==> config.mk <==
export PLATFORM = sky130hd
export DESIGN_NAME = sha256_msg_schedule_flat
export DESIGN_NICKNAME = d
export VERILOG_FILES = /design/src/rtl/sha256_msg_schedule_if.sv /design/src/rtl/sha256_msg_schedule.sv /design/src/flat_wrapper.sv
export SDC_FILE = /design/constraint.sdc
export NUM_CORES = 1
export LEC_CHECK = 0
export ABC_AREA = 1
export ABC_CLOCK_PERIOD_IN_PS = 3800
export BUFFER_PORTS_ARGS = -buffer_cell sky130_fd_sc_hd__buf_2
export CAP_MARGIN = 5
export CORE_MARGIN = 2
export CORE_UTILIZATION = 55
export DETAILED_ROUTE_END_ITERATION = 6
export PLACE_DENSITY = 0.74
export SLEW_MARGIN = 20
export SYNTH_ARGS = -nofsm -noshare
export SYNTH_HDL_FRONTEND = slang
export SYNTH_SLANG_ARGS = --single-unit
==> constraint.sdc <==
create_clock -name clk -period 3.8 [get_ports clk]
set_input_delay 0.76 -clock clk [delete_from_list [all_inputs] [get_ports clk]]
set_output_delay 0.76 -clock clk [all_outputs]
set_load 0.01 [all_outputs]
==> src/rtl/sha256_msg_schedule_if.sv <==
// Stream bundle for the SHA-256 message schedule.
// The message-word input and the schedule-word output share one interface.
// The schedule block uses the slave view. The feeder/consumer uses the master view.
interface sha256_msg_schedule_if;
    logic        in_valid;
    logic        in_ready;
    logic [31:0] in_data;
    logic        w_valid;
    logic        w_ready;
    logic [31:0] w_data;
    logic [5:0]  w_index;
    logic        w_last;

    modport slave (
        input  in_valid, in_data, w_ready,
        output in_ready, w_valid, w_data, w_index, w_last
    );

    modport master (
        output in_valid, in_data, w_ready,
        input  in_ready, w_valid, w_data, w_index, w_last
    );
endinterface

==> src/rtl/sha256_msg_schedule.sv <==
// SHA-256 message schedule generator.
// Loads 16 message words into a 16-entry sliding window, then emits W[0..ROUNDS-1].
// One new word is appended per output transfer, produced by a single expansion adder tree.
// Outputs are decoded from state and registers only, so there is no path from
// in_valid or w_ready to any output.
module sha256_msg_schedule #(
    parameter int ROUNDS = 64
) (
    input  logic                  clk,
    input  logic                  reset,
    sha256_msg_schedule_if.slave  bus
);

    typedef enum logic {S_LOAD, S_EMIT} state_t;

    localparam logic [5:0] LAST_IDX = 6'(ROUNDS - 1);

    state_t      r_state;
    state_t      w_state_nxt;
    logic [5:0]  r_count;
    logic [31:0] r_win [16];

    logic        w_in_xfer;
    logic        w_out_xfer;
    logic        w_last_word;
    logic [31:0] w_sum0;
    logic [31:0] w_new;

    function automatic logic [31:0] f_sigma0(input logic [31:0] x);
        return {x[6:0], x[31:7]} ^ {x[17:0], x[31:18]} ^ (x >> 3);
    endfunction

    function automatic logic [31:0] f_sigma1(input logic [31:0] x);
        return {x[16:0], x[31:17]} ^ {x[18:0], x[31:19]} ^ (x >> 10);
    endfunction

    assign w_in_xfer   = (r_state == S_LOAD) && bus.in_valid;
    assign w_out_xfer  = (r_state == S_EMIT) && bus.w_ready;
    assign w_last_word = (r_count == LAST_IDX);

    // Expansion is two chained additions; the 32-bit truncation discards carries out of bit 31.
    assign w_sum0 = f_sigma1(r_win[14]) + r_win[9];
    assign w_new  = w_sum0 + f_sigma0(r_win[1]) + r_win[0];

    // State register
    always_ff @(posedge clk) begin
        if (reset) begin
            r_state <= S_LOAD;
        end else begin
            r_state <= w_state_nxt;
        end
    end

    // Next-state and stream outputs. Output data is forced to zero outside EMIT.
    always_comb begin
        w_state_nxt  = r_state;
        bus.in_ready = 1'b0;
        bus.w_valid  = 1'b0;
        bus.w_data   = '0;
        bus.w_index  = '0;
        bus.w_last   = 1'b0;
        case (r_state)
            S_LOAD: begin
                bus.in_ready = 1'b1;
                if (bus.in_valid && (r_count == 6'd15)) begin
                    w_state_nxt = S_EMIT;
                end
            end
            S_EMIT: begin
                bus.w_valid = 1'b1;
                bus.w_data  = r_win[0];
                bus.w_index = r_count;
                bus.w_last  = w_last_word;
                if (bus.w_ready && w_last_word) begin
                    w_state_nxt = S_LOAD;
                end
            end
            default: w_state_nxt = S_LOAD;
        endcase
    end

    // Word counter: the load slot in LOAD, and the schedule index t in EMIT
    always_ff @(posedge clk) begin
        if (reset) begin
            r_count <= '0;
        end else if (w_in_xfer) begin
            r_count <= (r_count == 6'd15) ? 6'd0 : r_count + 6'd1;
        end else if (w_out_xfer) begin
            r_count <= w_last_word ? 6'd0 : r_count + 6'd1;
        end
    end

    // Sliding window. In EMIT, win[0..15] holds W[t..t+15]; it shifts by one word per output transfer.
    always_ff @(posedge clk) begin
        if (reset) begin
            for (int i = 0; i < 16; i++) begin
                r_win[i] <= '0;
            end
        end else if (w_in_xfer) begin
            r_win[r_count[3:0]] <= bus.in_data;
        end else if (w_out_xfer) begin
            for (int i = 0; i < 15; i++) begin
                r_win[i] <= r_win[i+1];
            end
            r_win[15] <= w_new;
        end
    end

endmodule

==> src/flat_wrapper.sv <==
// flat-port wrapper written by rule: the top's interface ports become plain ports
module sha256_msg_schedule_flat 
#(
    parameter int ROUNDS = 64
)
  (clk, reset, bus_in_valid, bus_in_data, bus_w_ready, bus_in_ready, bus_w_valid, bus_w_data, bus_w_index, bus_w_last);
  sha256_msg_schedule_if bus_i ();
  input  logic clk;
  input  logic reset;
  input wire logic [$bits(bus_i.in_valid)-1:0] bus_in_valid;
  input wire logic [$bits(bus_i.in_data)-1:0] bus_in_data;
  input wire logic [$bits(bus_i.w_ready)-1:0] bus_w_ready;
  output wire logic [$bits(bus_i.in_ready)-1:0] bus_in_ready;
  output wire logic [$bits(bus_i.w_valid)-1:0] bus_w_valid;
  output wire logic [$bits(bus_i.w_data)-1:0] bus_w_data;
  output wire logic [$bits(bus_i.w_index)-1:0] bus_w_index;
  output wire logic [$bits(bus_i.w_last)-1:0] bus_w_last;
  assign bus_i.in_valid = bus_in_valid;
  assign bus_i.in_data = bus_in_data;
  assign bus_i.w_ready = bus_w_ready;
  assign bus_in_ready = bus_i.in_ready;
  assign bus_w_valid = bus_i.w_valid;
  assign bus_w_data = bus_i.w_data;
  assign bus_w_index = bus_i.w_index;
  assign bus_w_last = bus_i.w_last;
  sha256_msg_schedule #(.ROUNDS(ROUNDS)) u_core (.clk(clk), .reset(reset), .bus(bus_i));
endmodule
# Word-level counts from Yosys, hierarchy flattened
# Memories as Yosys holds them, arrays and structs flattened.
# Cells that the tools add are included.
[word_totals]
ff_bits = 7
ram_bits = 512
out_inout_bits = 41
wordCells = 76
memories = 1
[mem_list]
columns = ["memory", "depth", "word_bits", "read_ports", "rd_ports_with_merged_regs", "wr", "line", "text"]
rows = [
  ["u_core.r_win", 16, 32, 16, 0, 16, "sha256_msg_schedule.sv:21", "logic [31:0] r_win [16];"],
]
[classes]
add_sub_neg = 4
eq_ne = 2
n_mux = 40
n_bitwise = 21
n_reduce_logical = 6
[op_table]
columns = ["operator", "count"]
rows = [
  ["$mux 32", 18],
  ["$add 32x32->32", 3],
  ["$xor 32x32->32", 2],
  ["$reduce_or 32->1", 1],
  ["$xor 32x22->32", 1],
  ["$xor 32x29->32", 1],
  ["$mux 6", 5],
  ["$or 1x1->1", 16],
  ["$mux 1", 15],
  ["$add 6x1->6 const B", 1],
  ["$eq 6x4->1 const B", 1],
  ["$eq 6x6->1 const B", 1],
  ["$logic_and 1x1->1", 4],
  ["$mux 4", 1],
  ["$pmux 1 s2", 1],
  ["$reduce_bool 2->1", 1],
  ["$not 1->1", 1],
]

# Longest topological paths before layout
[logic_depth]
depth_word = 7
depth_mapped = 20
ltp_nobuf = 20

# Least setup slack after synthesis
# No wires, ideal clock.
[synth_path]
kind = "reg2reg"
from = "memory u_core.r_win[1][8]"
to = "memory u_core.r_win[15][21] (data pin)"
arrival_ns = 3.291
required_ns = 3.533
slack_ns = 0.242
path_stages_with_launch = 21
n_path_buf = 0
synth_period_minus_slack_ns = 3.558
path_cell_list = "edfxtp_1 xnor2_1 xor2_1 inv_1 fa_1 inv_1 fa_1 inv_1 ha_1 inv_1 fa_1 inv_1 nand3_1 nand3_1 nand2_1 nand3_1 nand2_1 nand2_1 nand2_1 nand3_1 o21ai_0"
[synth_rtl]
columns = ["item", "line"]
rows = [
  ["start: declaration", "sha256_msg_schedule.sv:21"],
]

==> results_dict.tcl <==
set metrics [dict create \
    status "finished, violations left" \
    violations "design-rule violations, negative setup slack" \
    yosysUniqueCellTypes 37 \
    hp-class "in -> reg" \
    grt_pass1_wl_um 140000 \
    ios 77 \
    place_ws_ps -247 \
    ys_seq_area_share_pct 55.8 \
    drc 1 \
    vdd_drop_max_mv 0.684 \
    worst_pin_slew_ps 1190 \
    cp-end-kind "flip-flop" \
    rows 82 \
    critPathBufInv 1 \
    internal_power_mw 14.7 \
    worstPathCellList "buf_4 -> xor2_1 -> fa_1 -> fa_1 -> ha_1 -> nand2_1 -> a21oi_1 -> nor2_1 -> nand2_1 -> a21oi_2 -> nand3_1 -> nand3_1 -> nand2_1" \
    max_cap_viol_count 0 \
    period_minus_slack_ps 3850 \
    synth_cells 2749 \
    cts_root_buffer "clkbuf_16" \
    antenna_found_initial 3 \
    route.met3.wl_um 11400 \
    place_congestion 1.02 \
    cts_tree "built" \
    cts_sinks 519 \
    p_per_area_nw_per_um2 758 \
    grt_use_total_pct 36.6 \
    clk_pin_slew_ps 60 \
    routedWlPerCell_um 26.8 \
    required_ps 4170 \
    core_um2 50000 \
    tns_ps -87.9 \
    arrival_ps 4210 \
    fmax_mhz 260 \
    slowest_delay_ps 730 \
    p_seq_share_pct 29.5 \
    fin_crit_sh_pct 101 \
    combPwrFrac_pct 51.0 \
    ys_ff_latch 519 \
    worst-path-max-fanout 3 \
    cpMaxStageDelayCell "fa_1" \
    rsz0062_at_grt "yes" \
    p_leak_nw 13.3 \
    initial_core_util_pct 55.6 \
    syn-num-nets 2882 \
    grt_max_degree 169 \
    power.total_mw 24.8 \
    port_buffers 76 \
    cp-start-kind "flip-flop" \
    dp_hpwl_um 65900 \
    p_clk_share_pct 19.5 \
    cts_buffer_depth 3 \
    post_drt_via_cell_ratio 6.25 \
    wl_um 96900 \
    finalClockSkew_ps 16.4 \
    nNetsFinal 3040 \
    met2_length_um 42700 \
    maxSlewHeadroom_pct 20.6 \
    setup_viol 4 \
    clkLatencyLatePin_ps 620 \
    grt_overflow 0 \
    drt_iter0_markers 3436 \
    postCtsHoldBufs 0 \
    vias 22600 \
    firstDrtPassIters 7 \
    critPathKind "reg -> reg" \
    holdWs_ps 445 \
    netlist_area_um2 27800 \
    drive_gt1_share_pct 22.5 \
    wl_met1_um 37100 \
    drv_slew 0 \
    detail-route-antenna-nets 0 \
    first_global_vias 21200 \
    h-tree-depth 2 \
    area_growth_pct 17.6 \
    routed.top_layer "met4" \
    synth_area_per_cell_um2 10.1 \
    die_w_um 229 \
    finalWorstSetupSlack_ps -45.3 \
    dieArea_um2 52300 \
    critical_path.top_delay_family "adder cells" \
    p_sw_share_pct 40.6 \
    finalHoldViolations 0 \
    fin_util_pct 65.4 \
    critPathMostFrequentCell "nand2_1" \
    ys_warn_count 0 \
    cts_buffers 53 \
    fill_cells 3950 \
    p_switching_mw 10.1 \
    die_y_um 229 \
]
## final cells by class
type / count / area [um^2] / share of cell area (%)
diodes: 3 / 7.51 / 0.0230
clock buffers: 67 / 1380 / 4.22
clock inverters: 28 / 165 / 0.505
inverters: 369 / 1410 / 4.31
multi-input cells: 1663 / 11100 / 34.1
flip-flops and latches: 519 / 15500 / 47.5
well taps: 672 / 841 / 2.57
repair buffers: 301 / 2220 / 6.79
## kinds of logic (layout without fill, tap and decap cells)
family,after synthesis,after routing,synth area share (%)
AO/OA/AOI/OAI,554,554,10.8
XOR/XNOR,127,127,4.00
adder cells (fa/ha/maj),97,97,6.04
buffers and inverters,567,765,8.61
flip-flops,519,519,55.8
other,0,3,0
AND/OR/NAND/NOR,885,885,14.7
## what timing repair did
item | 4_1_cts | 5_1_grt
resized for setup | 62 | 244
gates cloned | 0 | 0
setup endpoints to repair | 27 | 27
pin swaps | 17 | 75
setup buffers | 20 | 23
## worst register-to-register path, stage by stage (launching register included)
cell and delay [ps]:
edfxtp_1 540, buf_4 210, xor2_1 390, fa_1 570
fa_1 730, ha_1 330, nand2_1 150, a21oi_1 60
nor2_1 180, nand2_1 100, a21oi_2 130, nand3_1 80
nand3_1 80, nand2_1 60
## layer usage
layer / vias up / track usage (%)
met4: 0 / 18.4
met3: 232 / 7.83
li1: 9798 / -
met2: 1544 / 53.8
met5: - / 0
met1: 11100 / 51.9
## final timing paths
check | from | end | slack (ps) | cells after the start
worst min register to register | u_core.r_win[8][7] | u_core.r_win[7][7] | 550 | 2
worst min-delay path | bus_in_data[25] | u_core.r_win[15][25] | 450 | 3
worst max register to register | u_core.r_win[14][15] | u_core.r_win[15][31] | -50 | 13
worst max-delay path | u_core.r_win[14][15] | u_core.r_win[15][31] | -50 | 13
## layout by cell type (no fill, tap or decap), types with 8 or more instances in the layout
master and count:
buf_4 204, nor2_1 24, inv_1 327, o21ai_1 129, fa_1 59, nand2_1 230
a21oi_1 18, nor2_4 11, clkbuf_16 53, a21oi_2 13, inv_2 36, xnor2_1 44
buf_2 76, clkbuf_1 14, clkinv_1 15, ha_1 9, buf_12 8, edfxtp_1 512
nand2_4 15, nand4_1 10, o21ai_0 307, ha_4 26, nand2_2 59, nand3_2 18
xnor2_2 29, o22ai_1 33, o21ai_2 46, buf_6 13, nand3_1 487, nor2_2 14
xor2_1 45
## power groups by stage
stage                     Sequential [mW]  Clock, mW  Combinational, mW
final                                7.29       4.83               12.6
after global routing                 7.31       5.05               13.5
after CTS                            7.27       4.84               10.1
after detailed placement             7.39          0               9.26
after global placement               7.38          0               9.25
after floorplan                      7.25          0               5.23
## sequential cells by signal (all words and copies together), names as in the netlist
register,count
u_core.r_win,512
u_core.r_count,6
u_core.r_state,1
## cell usage after synthesis, drive strengths merged
cell type	count	area [um^2]
a211oi	1	7.51
a21o	1	7.51
a21oi	32	160
a22oi	1	7.51
and2	2	12.5
buf	74	539
clkbuf	124	465
clkinv	1	3.75
dfxtp	7	140
edfxtp	512	15400
fa	62	1240
ha	35	438
inv	368	1380
nand2	304	1140
nand3	507	2580
nand3b	2	15.0
nand4	10	62.6
nor2	51	234
nor3	9	45.0
o21a	1	7.51
o21ai	483	2580
o21bai	2	15.0
o22ai	33	206
xnor2	80	701
xor2	47	412
## metrics by stage
step,instances,area (um^2)
after floorplan,2749,27800
after global routing,3619,32700
after global placement,3482,29500
after CTS,3597,31500
after detailed placement,3482,29500
final,3622,32700
No activity file was read; power rests on OpenSTA's default activity.
